File: config.mk
export PLATFORM = sky130hd
export DESIGN_NAME = sat_counter
export DESIGN_NICKNAME = d
export VERILOG_FILES = /design/src/rtl/mod_count_checker_sat_counter.sv
export SDC_FILE = /design/constraint.sdc
export NUM_CORES = 1
export LEC_CHECK = 0
export ABC_AREA = 1
export BUFFER_PORTS_ARGS = -buffer_cell sky130_fd_sc_hd__buf_2
export CELL_PAD_IN_SITES_DETAIL_PLACEMENT = 0
export CELL_PAD_IN_SITES_GLOBAL_PLACEMENT = 1
export CORE_MARGIN = 1
export CORE_UTILIZATION = 34
export DETAILED_ROUTE_END_ITERATION = 7
export GPL_TIMING_DRIVEN = 1
export PLACE_DENSITY_LB_ADDON = 0.1
export RECOVER_POWER = 100
export SLEW_MARGIN = 25
export SYNTH_ARGS = -nofsm -noshare
export SYNTH_HDL_FRONTEND = slang
export SYNTH_SLANG_ARGS = --single-unit
File: constraint.sdc
create_clock -name clk -period 1.7 [get_ports clk]
set_input_delay 0.085 -clock clk [delete_from_list [all_inputs] [get_ports clk]]
set_output_delay 0.085 -clock clk [all_outputs]
set_load 0.005 [all_outputs]
File: src/rtl/mod_count_checker_sat_counter.sv
// sat_counter: CNT_W-bit event counter.
//   clk, rst_n  clock, async active-low reset
//   inc         count one event this cycle
//   sat_en      1: hold at all-ones, 0: roll over to zero
//   cnt         current count
module sat_counter #(
    parameter int unsigned CNT_W = 8
) (
    input  logic             clk,
    input  logic             rst_n,
    input  logic             inc,
    input  logic             sat_en,
    output logic [CNT_W-1:0] cnt
);
    always_ff @(posedge clk or negedge rst_n) begin
        if (!rst_n)
            cnt <= '0;
        else if (inc && !(sat_en && (&cnt)))
            cnt <= cnt + 1'b1;
    end
endmodule

==> results of run 1 <==
[worst max-delay path, stage by stage, from the launching register on]
cell and delay, ps:
dfrtp_1 440, ha_1 260, nand2_1 70, nor2_1 250, nand2_4 120, nand2_4 110, nand2_1 60, nand2_1 70
[layout make-up]
type	instances	area [um^2]
clock buffers	3	22.5
fillers	145	757
inverters	9	33.8
multi-input cells	56	260
flip-flops and latches	8	200
well taps	15	18.8
repair buffers	12	57.6
[report_power, final]
| group | switching [mW] | leakage (nW) | internal [mW] |
|---|---|---|---|
| clock | 0.0659 | 0.0138 | 0.0809 |
| sequential | 0.0864 | 0.100 | 0.240 |
| combinational | 0.111 | 0.206 | 0.0893 |
[logic make-up (layout without fill, tap and decap cells)]
group	count (synthesis)	after routing	synth area share
simple gates	50	50	0.445
buf+inv	10	24	0.0811
flops	8	8	0.393
compound gates	4	4	0.0393
fa+ha+maj	1	1	0.0246
xor+xnor	1	1	0.0172
[synth_stat cells (all sizes together)]
library cell / number / area share
nand2: 35 / 0.29
nand3: 9 / 0.088
nor2: 5 / 0.057
o21ai: 3 / 0.029
xor2: 1 / 0.017
dfrtp: 8 / 0.39
inv: 9 / 0.066
nand4: 1 / 0.012
a21oi: 1 / 0.0098
buf: 1 / 0.015
ha: 1 / 0.025
[stage by stage]
stage               utilization  instances
finish                    0.439        103
global route              0.439        103
CTS                       0.450        103
detailed placement        0.426         99
global placement          0.426         99
floorplan                     -         74
[metal layers]
layer,up-vias,GRT usage,part of all wire
met3,2,0.0870,0.061
met5,-,0,0
met2,15,0.230,0.44
met4,0,0.100,0.016
li1,260,-,-
met1,207,0.214,0.48
[final timing paths]
check | slack (ps) | start | depth (start not counted) | to
max | 260 | cnt[0]$_DFFE_PN0P_ | 7 | cnt[4]$_DFFE_PN0P_
min | 160 | inc | 3 | cnt[3]$_DFFE_PN0P_
min reg2reg | 550 | cnt[1]$_DFFE_PN0P_ | 2 | cnt[1]$_DFFE_PN0P_
max in group asynchronous | 1090 | rst_n | 2 | cnt[2]$_DFFE_PN0P_
min in group asynchronous | 290 | rst_n | 2 | cnt[3]$_DFFE_PN0P_
max reg2reg | 260 | cnt[0]$_DFFE_PN0P_ | 7 | cnt[4]$_DFFE_PN0P_
==> results.toml, run 1 <==
[run_status]
status = "finished, final reports clean"

[clock_tree]
cts_hold_buf = 1
clockBufferDepth = 2
clock_sinks = 8
clock_latency_ps = 260
htree_levels = 1
clock_tree.root_cell = "clkbuf_4"
cts_setup_buffers = 0
cts_resized = 0
clk_pin_slew_worst_paths_ps = 60
cts_tree = "built"
cts_buffers = 3

[sta]
min_period_ps = 1440
period_share = 0.848
holdWs_ps = 159
rsz0062_at_grt = "false"
slew_viol_final = 0
setup_viol = 0
relSlewSlack = 0.691
hold_violations = 0
finalSetupTns_ps = 0
fmax_mhz = 694
skew_ps = 6.92
setup_ws_ps = 259
tightest_slew_ps = 464

[placed_design]
dp_slack_ps = 369
io_buffers = 11
hpwl_um = 856
placed_area_um2 = 576
place_congestion = 0.798

[floorplanning]
row_count = 13
dieWidth_um = 40.7
initial_core_util = 0.377
num_io_pins = 12
fp.coreArea_um2 = 1350
die_y_um = 40.7
dieArea_um2 = 1660

[global_route]
grt_pass1_wl_mm = 1.73
grt_pass1_vias = 387
grt_usage = 0.171
antenna_found_initial = 0
grt_overflow = 0
grt_max_degree = 9

[finish]
top_regs = "cnt x8"
nNetsFinal = 95
final_common_cell = "nand2_1"
fin_area_um2 = 593
final_cell_mix = "nand2_1, nand3_1, inv_1, dfrtp_1, clkbuf_1"
largest_register = "cnt"
n_antenna_cell = 0
drive_above_1_share = 0.125
largest_reg_flops = 8
synthToLayoutAreaGrowth_pct = 16.5

[logic_synthesis]
synth_fp_nets = 79
synth_cell_type_count = 15
yosys_register_bits = 8
syn_area_um2 = 509
syn_inst = 74
yosys_warnings = 0
syn_avg_cell_area_um2 = 6.88
ys_seq_area_frac = 0.393

[critical_path]
cp.required_ps = 1900
cp-end-kind = "flop"
critical_path_class = "reg -> reg"
cp.arrival_ps = 1640
worstSetupStartpointType = "flop"
cp_max_fo = 7

[power_and_ir_drop]
ir_drop_v = 0.000505
total_power_uw = 673
p_leak_nw = 0.320
powerDensity_nw_per_um2 = 1130

[route]
vias = 484
first_pass_iters = 4
routed_wl_mm = 1.16
drc = 0
vias_per_cell = 4.70
wl_per_cell_um = 11.2
antenna_left = 0
first_iter_violations = 8

[flow_run]
cap_violations = 0

[worst_hold_path]
hp-class = "in -> reg"
(Power assumes the default switching activity.)
==> inputs of run 2 (changes only) <==
==> constraint.sdc (replaced) <==
create_clock -name clk -period 1.4 [get_ports clk]
set_input_delay 0.07 -clock clk [delete_from_list [all_inputs] [get_ports clk]]
set_output_delay 0.07 -clock clk [all_outputs]
set_load 0.005 [all_outputs]
==> results.toml, run 2 (synthesis results as in run 1) <==
[run_status]
status = "finished, final reports clean"

[clock_tree]
clk_pin_slew_worst_paths_ps = 60
cts_tree = "built"
clock_latency_ps = 260
clock_sinks = 8
clock_tree.root_cell = "clkbuf_4"
cts_buffers = 3
clockBufferDepth = 2
htree_levels = 1

[flow_run]
cap_violations = 0

[global_route]
grt_pass1_wl_mm = 1.70
grt_pass1_vias = 408
grt_usage = 0.163
grt_overflow = 0
grt_max_degree = 9
antenna_found_initial = 0

[critical_path]
cp-end-kind = "flop"
cp.required_ps = 1600
cp.arrival_ps = 1490
worstSetupStartpointType = "flop"
cp_max_fo = 7
critical_path_class = "reg -> reg"

[finish]
largest_reg_flops = 8
drive_above_1_share = 0.157
finish.utilization = 0.447
multi_input_area_um2 = 265
seq_area_um2 = 200
fin_area_um2 = 603
final_cell_mix = "nand2_1, nand3_1, inv_1, dfrtp_1"
nNetsFinal = 96
largest_register = "cnt"
final_common_cell = "nand2_1"
fillers = 150
synthToLayoutAreaGrowth_pct = 18.4
n_antenna_cell = 0
top_regs = "cnt x8"

[sta]
relSlewSlack = 0.699
setup_ws_ps = 112
skew_ps = 4.65
tightest_slew_ps = 452
slew_viol_final = 0
min_period_ps = 1290
hold_violations = 0
setup_viol = 0
holdWs_ps = 134
period_share = 0.920
finalSetupTns_ps = 0
rsz0062_at_grt = "false"
fmax_mhz = 776

[placed_design]
hpwl_um = 868
placed_area_um2 = 583
place_congestion = 0.765
dp_slack_ps = 139
io_buffers = 11

[floorplanning]
dieWidth_um = 40.7
row_count = 13
dieArea_um2 = 1660
die_y_um = 40.7
initial_core_util = 0.377
num_io_pins = 12
fp.coreArea_um2 = 1350

[route]
drc = 0
first_pass_iters = 4
vias = 493
wl_per_cell_um = 11.1
routed_wl_mm = 1.15
first_iter_violations = 5
vias_per_cell = 4.74
antenna_left = 0

[worst_hold_path]
hp-class = "in -> reg"

[power_and_ir_drop]
powerDensity_nw_per_um2 = 1370
p_leak_nw = 0.321
ir_drop_v = 0.000679
run 2: changes by cell type in the layout (fill, tap and decap cells not counted), sizes merged:
cell  previous run  this run
buf              5         6
run 2: power by group:
group / switching [mW] / internal, mW / leakage [nW]
sequential: 0.0943 / 0.291 / 0.100
combinational: 0.141 / 0.114 / 0.208
clock: 0.0870 / 0.0987 / 0.0138
run 2: area by class of cell:
type                    instances  share of cell area
repair buffers                 13               0.104
flip-flops and latches          8               0.332
clock buffers                   3              0.0373
well taps                      15              0.0311
inverters                       9              0.0560
multi-input cells              56               0.440
run 2: through the flow:
step | std cells | power (mW)
5_1_grt | 104 | 0.893
3_3_place_gp | 100 | 0.653
4_1_cts | 104 | 0.837
3_5_place_dp | 100 | 0.652
2_1_floorplan | 74 | 0.534
6_report | 104 | 0.825
run 2: repair_timing:
item | in CTS | in global routing
hold buffers | 1 | 0
setup buffers | 0 | 0
endpoints found under the hold margin | 8 | 0
endpoints found under the setup margin | 0 | 1
gates resized for setup | 0 | 1
run 2: layer usage:
metal	track usage	vias to the layer above	wire length [um]
li1	-	262	-
met1	0.207	212	561
met2	0.238	14	520
met3	0.0326	5	38
met4	0.125	0	31
met5	0	-	0
run 2: final timing paths:
kind	to	start	slack, ps	depth (start not counted)
worst min register to register	cnt[1]$_DFFE_PN0P_	cnt[1]$_DFFE_PN0P_	540	2
worst min-delay path	cnt[3]$_DFFE_PN0P_	inc	130	3
worst max register to register	cnt[7]$_DFFE_PN0P_	cnt[1]$_DFFE_PN0P_	110	7
worst max-delay path	cnt[7]$_DFFE_PN0P_	cnt[1]$_DFFE_PN0P_	110	7
max in group asynchronous	cnt[0]$_DFFE_PN0P_	rst_n	830	2
min in group asynchronous	cnt[3]$_DFFE_PN0P_	rst_n	260	2
run 2: worst max-delay path, cell delays in order (launching register included):
cell and delay, ps:
dfrtp_1 390, ha_2 230, nand2_1 90, nor2_4 160, nand2_4 90, nand2_2 130, nand2_1 70, nand2_1 60
